File: src/rtl/fx3_link_ctrl.sv
// FX3 link controller: qualifies connect/disconnect and GPI changes, reports them via req/ack writes.
// Define FX3_SYNC_EN to pass fx3_ready and gpi_status through 2-flop synchronizers first.
module fx3_link_ctrl #(
  parameter int unsigned CONNECT_CYCLES    = 4000,
  parameter int unsigned DISCONNECT_CYCLES = 40,
  parameter int unsigned ACK_TIMEOUT       = 64,
  parameter logic [7:0]  LINK_ADDR         = 8'h10,
  parameter logic [7:0]  GPI_ADDR          = 8'h11
) (
  input  logic       clk,
  input  logic       reset,
  input  logic       fx3_ready,
  input  logic       gpi_status,
  input  logic       reg_wr_ack,
  output logic       reg_wr_req,
  output logic [7:0] reg_wr_addr,
  output logic [7:0] reg_wr_data,
  output logic       usb_connected,
  output logic       ack_error
);

  localparam int unsigned CNT_MAX = (CONNECT_CYCLES > DISCONNECT_CYCLES) ? CONNECT_CYCLES
                                                                         : DISCONNECT_CYCLES;
  localparam int unsigned CNT_W   = (CNT_MAX > 1) ? $clog2(CNT_MAX) : 1;
  localparam int unsigned WCNT_W  = (ACK_TIMEOUT > 1) ? $clog2(ACK_TIMEOUT) : 1;

  typedef enum logic [1:0] {
    DISC,
    QUAL_CONN,
    CONN,
    QUAL_DISC
  } link_state_e;

  typedef enum logic {
    W_IDLE,
    W_REQ
  } wr_state_e;

  logic r;
  logic g;

`ifdef FX3_SYNC_EN
  logic [1:0] ready_sync_q;
  logic [1:0] gpi_sync_q;

  always_ff @(posedge clk) begin
    if (reset) begin
      ready_sync_q <= '0;
      gpi_sync_q   <= '0;
    end else begin
      ready_sync_q <= {ready_sync_q[0], fx3_ready};
      gpi_sync_q   <= {gpi_sync_q[0], gpi_status};
    end
  end

  assign r = ready_sync_q[1];
  assign g = gpi_sync_q[1];
`else
  assign r = fx3_ready;
  assign g = gpi_status;
`endif

  link_state_e       link_state_q, link_state_d;
  logic [CNT_W-1:0]  cnt_q, cnt_d;
  logic              usb_connected_q;
  logic              linked;
  logic              link_event;

  wr_state_e         wr_state_q, wr_state_d;
  logic [WCNT_W-1:0] wcnt_q, wcnt_d;
  logic              req_q, req_d;
  logic [7:0]        addr_q, addr_d;
  logic [7:0]        data_q, data_d;
  logic [3:0]        seq_q, seq_d;
  logic              ack_error_q, ack_error_d;
  logic              gpi_last_q, gpi_last_d;
  logic              link_pending_q, link_pending_d;
  logic              gpi_pending_q, gpi_pending_d;
  logic              issue;
  logic              issue_link;

  assign linked = (link_state_q == CONN) || (link_state_q == QUAL_DISC);

  always_comb begin : link_next
    link_state_d = link_state_q;
    cnt_d        = cnt_q;
    link_event   = 1'b0;
    case (link_state_q)
      DISC: begin
        if (r) begin
          link_state_d = QUAL_CONN;
          cnt_d        = '0;
        end
      end
      QUAL_CONN: begin
        if (!r) begin
          link_state_d = DISC;
        end else if (cnt_q == CNT_W'(CONNECT_CYCLES - 1)) begin
          link_state_d = CONN;
          link_event   = 1'b1;
        end else begin
          cnt_d = cnt_q + CNT_W'(1);
        end
      end
      CONN: begin
        if (!r) begin
          link_state_d = QUAL_DISC;
          cnt_d        = '0;
        end
      end
      QUAL_DISC: begin
        if (r) begin
          link_state_d = CONN;
        end else if (cnt_q == CNT_W'(DISCONNECT_CYCLES - 1)) begin
          link_state_d = DISC;
          link_event   = 1'b1;
        end else begin
          cnt_d = cnt_q + CNT_W'(1);
        end
      end
      default: link_state_d = DISC;
    endcase
  end

  always_comb begin : write_next
    wr_state_d  = wr_state_q;
    wcnt_d      = wcnt_q;
    req_d       = req_q;
    addr_d      = addr_q;
    data_d      = data_q;
    seq_d       = seq_q;
    ack_error_d = ack_error_q;
    gpi_last_d  = gpi_last_q;
    issue       = 1'b0;
    issue_link  = 1'b0;
    case (wr_state_q)
      W_IDLE: begin
        if (link_pending_q || gpi_pending_q) begin
          issue       = 1'b1;
          issue_link  = link_pending_q;
          wr_state_d  = W_REQ;
          wcnt_d      = '0;
          req_d       = 1'b1;
          addr_d      = link_pending_q ? LINK_ADDR : GPI_ADDR;
          data_d      = {seq_q, link_pending_q, ack_error_q, g, linked};
          seq_d       = seq_q + 4'd1;
          gpi_last_d  = g;
        end
      end
      W_REQ: begin
        // Ack is checked first so an ack on the final timeout cycle still succeeds.
        if (reg_wr_ack) begin
          wr_state_d = W_IDLE;
          req_d      = 1'b0;
        end else if (wcnt_q == WCNT_W'(ACK_TIMEOUT - 1)) begin
          wr_state_d  = W_IDLE;
          req_d       = 1'b0;
          ack_error_d = 1'b1;
        end else begin
          wcnt_d = wcnt_q + WCNT_W'(1);
        end
      end
      default: wr_state_d = W_IDLE;
    endcase

    // A new event of the served type survives the clear; the issue cycle itself
    // refreshes gpi_last, so it does not count as a GPI change.
    link_pending_d = (link_pending_q & ~issue_link) | link_event;
    gpi_pending_d  = (gpi_pending_q & ~issue) | (linked & (g != gpi_last_q) & ~issue);
  end

  always_ff @(posedge clk) begin
    if (reset) begin
      link_state_q    <= DISC;
      cnt_q           <= '0;
      usb_connected_q <= 1'b0;
      wr_state_q      <= W_IDLE;
      wcnt_q          <= '0;
      req_q           <= 1'b0;
      addr_q          <= '0;
      data_q          <= '0;
      seq_q           <= '0;
      ack_error_q     <= 1'b0;
      gpi_last_q      <= 1'b0;
      link_pending_q  <= 1'b0;
      gpi_pending_q   <= 1'b0;
    end else begin
      link_state_q    <= link_state_d;
      cnt_q           <= cnt_d;
      usb_connected_q <= linked;
      wr_state_q      <= wr_state_d;
      wcnt_q          <= wcnt_d;
      req_q           <= req_d;
      addr_q          <= addr_d;
      data_q          <= data_d;
      seq_q           <= seq_d;
      ack_error_q     <= ack_error_d;
      gpi_last_q      <= gpi_last_d;
      link_pending_q  <= link_pending_d;
      gpi_pending_q   <= gpi_pending_d;
    end
  end

  assign reg_wr_req    = req_q;
  assign reg_wr_addr   = addr_q;
  assign reg_wr_data   = data_q;
  assign usb_connected = usb_connected_q;
  assign ack_error     = ack_error_q;

endmodule

File: config.mk
export PLATFORM = sky130hd
export DESIGN_NAME = fx3_link_ctrl
export DESIGN_NICKNAME = d
export VERILOG_FILES = /design/src/rtl/fx3_link_ctrl.sv
export SDC_FILE = /design/constraint.sdc
export NUM_CORES = 1
export LEC_CHECK = 0
export CORE_MARGIN = 5
export CORE_UTILIZATION = 45
export DETAILED_ROUTE_END_ITERATION = 12
export PLACE_DENSITY = 0.67
export SLEW_MARGIN = 20
export SYNTH_ARGS = -nofsm -noshare
export SYNTH_HDL_FRONTEND = slang
export SYNTH_SLANG_ARGS = --single-unit
File: constraint.sdc
create_clock -name clk -period 2 [get_ports clk]
set_input_delay 0.2 -clock clk [delete_from_list [all_inputs] [get_ports clk]]
set_output_delay 0.2 -clock clk [all_outputs]
set_load 0.01 [all_outputs]
==> metrics.txt <==
Post-synth EDFFs 0; startpoint class of the critical path flop; crit path kind reg -> reg; cell type with the largest total area after synthesis dfxtp_1; H-Tree Level Count 2; Post-Syn Instances 218; share of power burned in registers 56.8%; Mapped Area 1930 µm²; worst hold slack 0.460 ns; Ys Warns 0; Worst-path clk slew 0.08 ns; RSZ-0062 raised after global routing false; initial antenna violation count 0; Synth-to-Final Area Change 15.6%; VDD IR max 0.385 mV; worst rel slew slack 39.5%; P_int 1.07 mW; root buffer cell clkbuf_8; critical path capture point type flop; CTS tree done; area of the multi-input gates 1030 µm²; GRT Total Usage 14.6%; setup violators final 0; Power Density 632 nW/µm²; total CTS buffers 5; Core Area 4090 µm²; top cells by area, synth dfxtp_1 (42%), nand2_1 (6.0%), mux2i_1 (5.7%); Layout Skew 0.00324 ns; hpwl dp 2570 µm; Die Ht 75.5 µm; Critical Path Fanout Max 7; Yosys reg bits 40; Worst R2R Path Depth 4; Top-Level Pins 24; vias in the first global route 1446; share of cells above drive strength 1 10.4%; fmax 0.613 GHz; total negative slack 0 ns; clk buf depth 2; DRT antenna net count 0; fill count 388; CP max stage delay 0.54 ns; internal reg-to-reg setup slack 0.37 ns; clk_lat worst skew 0.29 ns; asr flop ratio synth 0%; routed wire length 3640 µm; CP max stage cell a311oi_2; DP Area 2140 µm²; # nets final 247; vias per cell 5.29; Worst setup endpoint wcnt_q[5]; switching pwr 337 µW; Slew Viols, Final 0; Final min period 1.63 ns; post-synth top area share 41.5%; Arrival @ worst endpoint 1.81 ns; Net Sw Frac 24.0%; synth unique cells 44; pin slew with the least headroom to its limit 0.906 ns; CP required 2.18 ns; # Max-Cap Violations 0; routability cong. 0.793; setup bufs post-CTS 0; gr ovfl total 0; total iterations of the first detailed-routing run 4; Initial Util 47.2%; I/O Buffers 17; Die ar. 5690 µm²; Iter 0 DRT Violations 92; FF-to-FF End wcnt_q[5]; FP Rows 23; Finished Cell Area 2230 µm²; part of the power in combinational logic 4.7%; sequential cell area 801 µm²; CTS resizes 0; Syn Area/Cell 8.84 µm²; sequential element share of the synthesized area 41.5%; period utilization 81.6%; critical path startpoint wcnt_q[0]; final hold vios 0; critical-path cell list ha_1, a311oi_2, o2111ai_1, mux2i_1; n_diodes 0; Tightest Hold Check Type reg -> reg; clk sink count 40; Via Count 1535; first-pass GRT wire length 6460 µm; worst reg2reg startpoint wcnt_q[0]; DRC Markers 0; Clk pwr share 38.5%; largest net degree at the start of global routing 24; Main synth FF type dfxtp_1; P_leak 0.801 nW; Hold-fix buffers, CTS 0; drt wl/cell 12.5 µm; die width 75.5 µm; status completed; Final Util 54.5%
==> stage by stage <==
stage               power (mW)  std cells  setup slack, ns
floorplan                0.866        223            0.351
global placement         0.884        282            0.212
detailed placement       0.884        282            0.144
CTS                       1.43        290            0.379
global route              1.46        290            0.214
finish                    1.41        290            0.369
==> power groups by stage <==
stage          combinational, mW  sequential [mW]  clock [mW]
2_1_floorplan             0.0456            0.820           0
3_3_place_gp              0.0647            0.819           0
3_5_place_dp              0.0654            0.819           0
4_1_cts                   0.0656            0.800       0.560
5_1_grt                   0.0727            0.801       0.592
6_report                  0.0657            0.800       0.543
==> state kept, by name (all words and copies together), names as in the netlist, named ones only <==
signal / cells
ack_error: 1
reg_wr_req: 1
wr_state_q: 1
seq_q: 4
cnt_q: 12
usb_connected: 1
wcnt_q: 6
reg_wr_addr: 2
link_state_q: 1
link_pending_q: 1
reg_wr_data: 8
gpi_pending_q: 1
==> worst min-delay path by stage <==
stage / start / end / slack [ns] / cells past startpoint
CTS: reg_wr_data[4] / reg_wr_data[4] / 0.46 / 2
detailed placement: reg_wr_data[4] / reg_wr_data[4] / 0.45 / 2
global placement: reg_wr_data[4] / reg_wr_data[4] / 0.44 / 2
global route: seq_q[3] / reg_wr_data[7] / 0.49 / 2
floorplan: reset / usb_connected / 0.28 / 1
finish: reg_wr_data[4] / reg_wr_data[4] / 0.46 / 2
==> synthesized netlist by cell type (2+ instances only) <==
| master | instances |
|---|---|
| a21oi_1 | 21 |
| buf_2 | 2 |
| buf_4 | 8 |
| clkbuf_1 | 4 |
| dfxtp_1 | 40 |
| ha_1 | 3 |
| inv_1 | 6 |
| mux2i_1 | 11 |
| nand2_1 | 31 |
| nand2b_1 | 8 |
| nand3_1 | 5 |
| nand3_2 | 3 |
| nand3b_1 | 2 |
| nand4_1 | 7 |
| nor2_1 | 14 |
| nor2b_1 | 3 |
| nor3_1 | 2 |
| o2111ai_1 | 4 |
| o21ai_1 | 4 |
| o22ai_1 | 3 |
| o31ai_1 | 4 |
| or3_1 | 5 |
| or4_1 | 4 |
| xor2_1 | 4 |
==> routing by layer <==
layer  share of wire, %  global-route usage [%]  up-vias
li1                   -                       -      804
met1                 52                    19.6      701
met4               0.63                    4.66        0
met5                  0                       0        -
met2                 42                    22.1       28
met3                5.7                    5.01        2
==> cell type report <==
cell class | count | share of cell area, %
clock buffer | 5 | 3.09
clock inverter | 3 | 1.07
inverter | 6 | 1.01
multi-input combinational | 162 | 46.1
sequential | 40 | 35.9
tap | 50 | 2.81
timing repair buffer | 24 | 9.99
==> cells by family after synthesis <==
logic type | share of synthesized area, %
adder cells (fa/ha/maj) | 1.95
flip-flops | 41.5
multiplexers | 5.71
AND/OR/NAND/NOR | 25.1
XOR/XNOR | 3.11
AO/OA/AOI/OAI | 16.2
buffers and inverters | 6.16
other | 0.194
==> worst max-delay path, delay by kind of cell (launching register included) <==
family	cells	cell delay, ns
compound gates	2	0.74
flops	1	0.35
fa+ha+maj	1	0.28
mux	1	0.15
==> cell usage in the layout, fill, tap and decap left out, drive strengths merged, types with 6 or more instances in the layout <==
| cell | instances |
|---|---|
| dfxtp | 40 |
| nand2 | 31 |
| a21oi | 22 |
| clkdlybuf4s50 | 17 |
| nor2 | 14 |
| mux2i | 11 |
| nand2b | 8 |
| nand3 | 8 |
| nand4 | 7 |
| buf | 7 |
| inv | 6 |
| conb | 6 |
Power figures use the tool's default switching activity.
